==> config.mk <==
export PLATFORM = sky130hd
export DESIGN_NAME = instr_fetch_unit
export DESIGN_NICKNAME = d
export VERILOG_FILES = /design/src/rtl/instr_fetch_unit_pkg.sv /design/src/rtl/instr_fetch_unit_timeout_ctr.sv /design/src/rtl/instr_fetch_unit.sv
export SDC_FILE = /design/constraint.sdc
export NUM_CORES = 1
export LEC_CHECK = 0
export ABC_CLOCK_PERIOD_IN_PS = 5800
export BUFFER_PORTS_ARGS = -buffer_cell sky130_fd_sc_hd__buf_2
export CORE_UTILIZATION = 41
export DETAILED_ROUTE_END_ITERATION = 6
export HOLD_SLACK_MARGIN = 0.12
export PLACE_DENSITY = 0.68
export SYNTH_ARGS = -nofsm -noshare
export SYNTH_HDL_FRONTEND = slang
export SYNTH_SLANG_ARGS = --single-unit
==> constraint.sdc <==
create_clock -name clk -period 5.8 [get_ports clk]
set_input_delay 1.45 -clock clk [delete_from_list [all_inputs] [get_ports clk]]
set_output_delay 1.45 -clock clk [all_outputs]
set_load 0.005 [all_outputs]
==> src/rtl/instr_fetch_unit_pkg.sv <==
// Shared fetch-stage definitions: FSM state encoding, default NOP word and word-alignment helpers.
package instr_fetch_unit_pkg;

    typedef enum logic [1:0] {
        ST_IDLE  = 2'd0,
        ST_REQ   = 2'd1,
        ST_DRAIN = 2'd2
    } fetch_state_t;

    localparam logic [31:0] NOP_WORD_DEFAULT = 32'h0000_0000;
    localparam logic [31:0] WORD_ALIGN_MASK  = 32'h0000_0003;

    function automatic logic is_word_aligned(input logic [31:0] addr);
        return (addr & WORD_ALIGN_MASK) == 32'd0;
    endfunction

endpackage

==> src/rtl/instr_fetch_unit_timeout_ctr.sv <==
// 8-bit wait counter for an outstanding memory access; expired flags the last permitted wait cycle.
module fetch_timeout_ctr #(
    parameter int TIMEOUT = 16
) (
    input  logic clk,
    input  logic reset,
    input  logic i_clr,
    input  logic i_en,
    output logic o_expired
);

    localparam logic [7:0] LIMIT = 8'(TIMEOUT - 1);

    logic [7:0] r_count;

    always_ff @(posedge clk or posedge reset) begin
        if (reset) begin
            r_count <= 8'd0;
        end else if (i_clr) begin
            r_count <= 8'd0;
        end else if (i_en) begin
            r_count <= r_count + 8'd1;
        end
    end

    assign o_expired = (r_count == LIMIT);

endmodule

==> src/rtl/instr_fetch_unit.sv <==
// Fetch stage: latches PC, runs the imem req/ack handshake, captures IR and PC+4.
// Flags misaligned PCs and memory timeouts; a flush mid-access drains the handshake before going idle.
module instr_fetch_unit
    import instr_fetch_unit_pkg::*;
#(
    parameter int          TIMEOUT  = 16,
    parameter logic [31:0] NOP_WORD = NOP_WORD_DEFAULT
) (
    input  logic        clk,
    input  logic        reset,
    input  logic [31:0] pc,
    input  logic        fetch_req,
    input  logic        flush,
    output logic        imem_req,
    output logic [31:0] imem_addr,
    input  logic        imem_ack,
    input  logic [31:0] imem_rdata,
    output logic [31:0] ir,
    output logic [31:0] pc_plus4,
    output logic        ir_valid,
    output logic        fetch_done,
    output logic        busy,
    output logic        align_err,
    output logic        bus_err
);

    fetch_state_t r_state, w_state_nxt;
    logic [31:0]  r_addr, w_addr_nxt;
    logic [31:0]  r_ir, w_ir_nxt;
    logic [31:0]  r_pc4, w_pc4_nxt;
    logic         r_valid, w_valid_nxt;
    logic         r_done, w_done_nxt;
    logic         r_align, w_align_nxt;
    logic         r_bus, w_bus_nxt;
    logic         w_expired;

    fetch_timeout_ctr #(.TIMEOUT(TIMEOUT)) u_timeout (
        .clk       (clk),
        .reset     (reset),
        .i_clr     (r_state == ST_IDLE),
        .i_en      ((r_state != ST_IDLE) && !imem_ack),
        .o_expired (w_expired)
    );

    always_ff @(posedge clk or posedge reset) begin
        if (reset) begin
            r_state <= ST_IDLE;
            r_addr  <= 32'd0;
            r_ir    <= NOP_WORD;
            r_pc4   <= 32'd0;
            r_valid <= 1'b0;
            r_done  <= 1'b0;
            r_align <= 1'b0;
            r_bus   <= 1'b0;
        end else begin
            r_state <= w_state_nxt;
            r_addr  <= w_addr_nxt;
            r_ir    <= w_ir_nxt;
            r_pc4   <= w_pc4_nxt;
            r_valid <= w_valid_nxt;
            r_done  <= w_done_nxt;
            r_align <= w_align_nxt;
            r_bus   <= w_bus_nxt;
        end
    end

    always_comb begin
        w_state_nxt = r_state;
        w_addr_nxt  = r_addr;
        w_ir_nxt    = r_ir;
        w_pc4_nxt   = r_pc4;
        w_valid_nxt = r_valid;
        w_done_nxt  = 1'b0;
        w_align_nxt = r_align;
        w_bus_nxt   = r_bus;
        case (r_state)
            ST_IDLE: begin
                if (fetch_req) begin
                    w_bus_nxt = 1'b0;
                    if (is_word_aligned(pc)) begin
                        w_addr_nxt  = pc;
                        w_align_nxt = 1'b0;
                        w_state_nxt = ST_REQ;
                    end else begin
                        w_align_nxt = 1'b1;
                    end
                end
            end
            ST_REQ: begin
                // An ack on the expiry cycle still counts; flush on the ack edge discards the data.
                if (imem_ack) begin
                    w_state_nxt = ST_IDLE;
                    if (!flush) begin
                        w_ir_nxt    = imem_rdata;
                        w_pc4_nxt   = r_addr + 32'd4;
                        w_valid_nxt = 1'b1;
                        w_done_nxt  = 1'b1;
                    end
                end else if (w_expired) begin
                    w_state_nxt = ST_IDLE;
                    w_bus_nxt   = 1'b1;
                end else if (flush) begin
                    w_state_nxt = ST_DRAIN;
                end
            end
            ST_DRAIN: begin
                if (imem_ack) begin
                    w_state_nxt = ST_IDLE;
                end else if (w_expired) begin
                    w_state_nxt = ST_IDLE;
                    w_bus_nxt   = 1'b1;
                end
            end
            default: w_state_nxt = ST_IDLE;
        endcase
        if (flush) begin
            w_ir_nxt    = NOP_WORD;
            w_valid_nxt = 1'b0;
        end
    end

    assign imem_req   = (r_state != ST_IDLE);
    assign busy       = (r_state != ST_IDLE);
    assign imem_addr  = r_addr;
    assign ir         = r_ir;
    assign pc_plus4   = r_pc4;
    assign ir_valid   = r_valid;
    assign fetch_done = r_done;
    assign align_err  = r_align;
    assign bus_err    = r_bus;

endmodule

==> run metrics <==
outcome=complete, no violations; synth warn=0; initial DRC count=142; # diodes=0; Initial DRT Pass Iterations=4; Vias/cell=5.136; largest family of logic cells by synthesized area=simple AND/OR/NAND/NOR gates; sequential-to-total area share from yosys stat=0.5836; num rows=38; setup bufs post-CTS=0; crit path kind=reg -> out; Post-synth ARST share=1.000; vias in the first global route=3526; GP Congestion=0.7678; Synth Area in XOR/XNOR=0.06499; R2R depth=5; synth-to-layout area growth=27.77%; Yosys cell types=37; share of cells above drive strength 1=0.4159; PwrDens=488.1 nW/um^2; Compound-Gate Fraction of Synth Area=0.1069; synthesized net count=472; skew final=5.514 ps; Die H=109.3 um; Syn Inst Count=398; Slew headroom=0.09037; worst-case vdd ir drop=0.0002128 V; CP Capture Type=output port; worst min path class=reg -> reg; fin. max-slew vios=0; Worst Path Required=4350 ps; IO buf count=170; Sw Share=0.3447; Total GRT Usage=0.1976; area leader, netlist=dfrtp_1; final hold violation count=0; filler cell count=979; LEAKAGE=2.941 nW; final worst path period share=0.5185; adder-cell share of the synthesized area=0.01326; Sequential Power Share=0.453; root buffer cell=clkbuf_16; clk sinks=110; Final ANT Viol Nets=0; Sw Pwr=0.001014 W; setup violators final=0; Cell Int Power=0.001928 W; CP max FO=12; worst skew pair latency=350 ps; TritonCTS clock tree=yes; grt ovf=0; minimum clock period=3007 ps; DRC=0; synthesized cell area=4717 um^2; RSZ-0062 raised after global routing=false; core box area=11030 um^2; Yosys top cell area share=0.5836; Via Count=3621; Worst Max-Slew Pin Slew=1364 ps; Synth Register Bits=110; WP data arrival=1560 ps; TNS Setup=0 ps; simple-gate share of the synthesized area=0.1252; H-Tree Depth=3; initial core utilization=0.4276; routed wire length per instance=16.30 um; Post-synth EDFFs=0; initial antenna violation count=0; Die W=109.3 um; Power, Total=0.002942 W; mux cell area share after synthesis=0.08064; Comb power frac=0.308; Ports=171; ys flop type=dfrtp_1; crit start category=flop; Synth Area per Inst=11.85 um^2; hold_ws=494.9 ps; wire length of the first global-routing pass=17840 um; Clk network pwr share=0.239; CTS clock-pin slew for the worst setup and hold paths=70 ps; Hold Path Stages=1; max cap viols=0; post_cts resized=0; Post-layout nets=634; utilization after layout=0.5464; maximum buffer depth of the clock tree=2; DIE AREA=11940 um^2; Max Clock Freq=0.3325 GHz; largest net degree at the start of global routing=60; Num CTS Buffers=9; Hold Buf Count CTS=0; hpwl dp=8229 um; final wirelength=11490 um; top cells by area, synth=dfrtp_1 58%, mux2_2 7.6%, a22o_1 6.1%
-- per-stage QoR --
stage / std cells / setup slack [ps] / instance area, um^2
CTS: 705 / 2773 / 6027
floorplan: 398 / 1448 / 4717
finish: 705 / 2793 / 6027
global route: 705 / 2642 / 6027
global placement: 689 / 2690 / 5680
detailed placement: 689 / 2621 / 5680
-- critical path, cell delays in order, from the launching register on --
cell,delay (ps)
dfrtp_1,400
inv_1,100
ha_1,410
inv_1,150
buf_2,150
-- cell families (layout without fill, tap and decap cells) --
kind of cell,count (synthesis),count (layout)
AND/OR/NAND/NOR,111,111
XOR/XNOR,35,35
adder cells (fa/ha/maj),5,5
buffers and inverters,29,196
AO/OA/AOI/OAI,74,74
multiplexers,34,34
flip-flops,110,110
-- synthesized netlist by cell type, types with 3 or more instances --
| cell | count |
|---|---|
| dfrtp_1 | 110 |
| nor2_1 | 45 |
| a21oi_1 | 34 |
| a22o_1 | 33 |
| mux2_2 | 32 |
| xnor2_1 | 21 |
| clkbuf_1 | 17 |
| nand3_1 | 15 |
| xor2_1 | 14 |
| and3_1 | 9 |
| nand2_1 | 8 |
| nand4_1 | 8 |
| nor3_1 | 8 |
| inv_1 | 7 |
| ha_1 | 5 |
| buf_1 | 3 |
| nor2b_1 | 3 |
| o21ai_0 | 3 |
-- per-layer routing --
metal,track usage,routed length (um),vias up
met1,0.2628,5109,1759
met2,0.3086,5382,112
met4,0.09905,308,0
li1,-,-,1725
met3,0.03766,690,25
met5,0,0,-
-- power groups by stage --
stage	Combinational, W	Clock [W]	Sequential (W)
finish	0.000906	0.000704	0.00133
global route	0.00103	0.000749	0.00137
CTS	0.000919	0.000724	0.00133
detailed placement	0.000911	0	0.00134
global placement	0.000892	0	0.00133
floorplan	0.000500	0	0.00129
-- layout make-up --
type / count / area [um^2] / area share
clock buffers: 9 / 225.2 / 0.03737
clock inverters: 7 / 121.4 / 0.02014
inverters: 7 / 28.78 / 0.004775
multi-input cells: 259 / 1851 / 0.3070
flip-flops and latches: 110 / 2753 / 0.4567
well taps: 140 / 175.2 / 0.02906
repair buffers: 173 / 873.3 / 0.1449
-- layout by cell type, fill, tap and decap left out, drive strengths merged, types with 2 or more instances in the layout --
cell type	count
o31ai	2
nand2	8
nand3	16
clkinv	3
clkbuf	9
inv	8
xnor2	21
and3	10
ha	5
mux2i	2
nor3	8
buf	173
nor2	45
a21oi	35
a22o	33
nand4	9
mux2	32
nor3b	2
dfrtp	110
o21ai	3
xor2	14
and4	3
nor2b	3
nor4	4
bufinv	3
-- sequential cells by signal (all words and copies together) (netlist names) --
signal and cells:
r_state 2, pc_plus4 32, fetch_done 1, u_timeout.r_count 8, ir_valid 1, ir 32
bus_err 1, imem_addr 32, align_err 1
-- worst paths after layout --
path                                 end  slack, ps  startpoint
setup / recovery                    busy       2790  r_state[0]
hold / removal                     ir[0]        490       ir[0]
setup reg to reg             pc_plus4[3]       3490  r_state[1]
hold reg to reg                    ir[0]        490       ir[0]
max in group asynchronous  imem_addr[28]       3410       reset
min in group asynchronous         ir[27]       1190       reset
(Power assumes the default switching activity.)
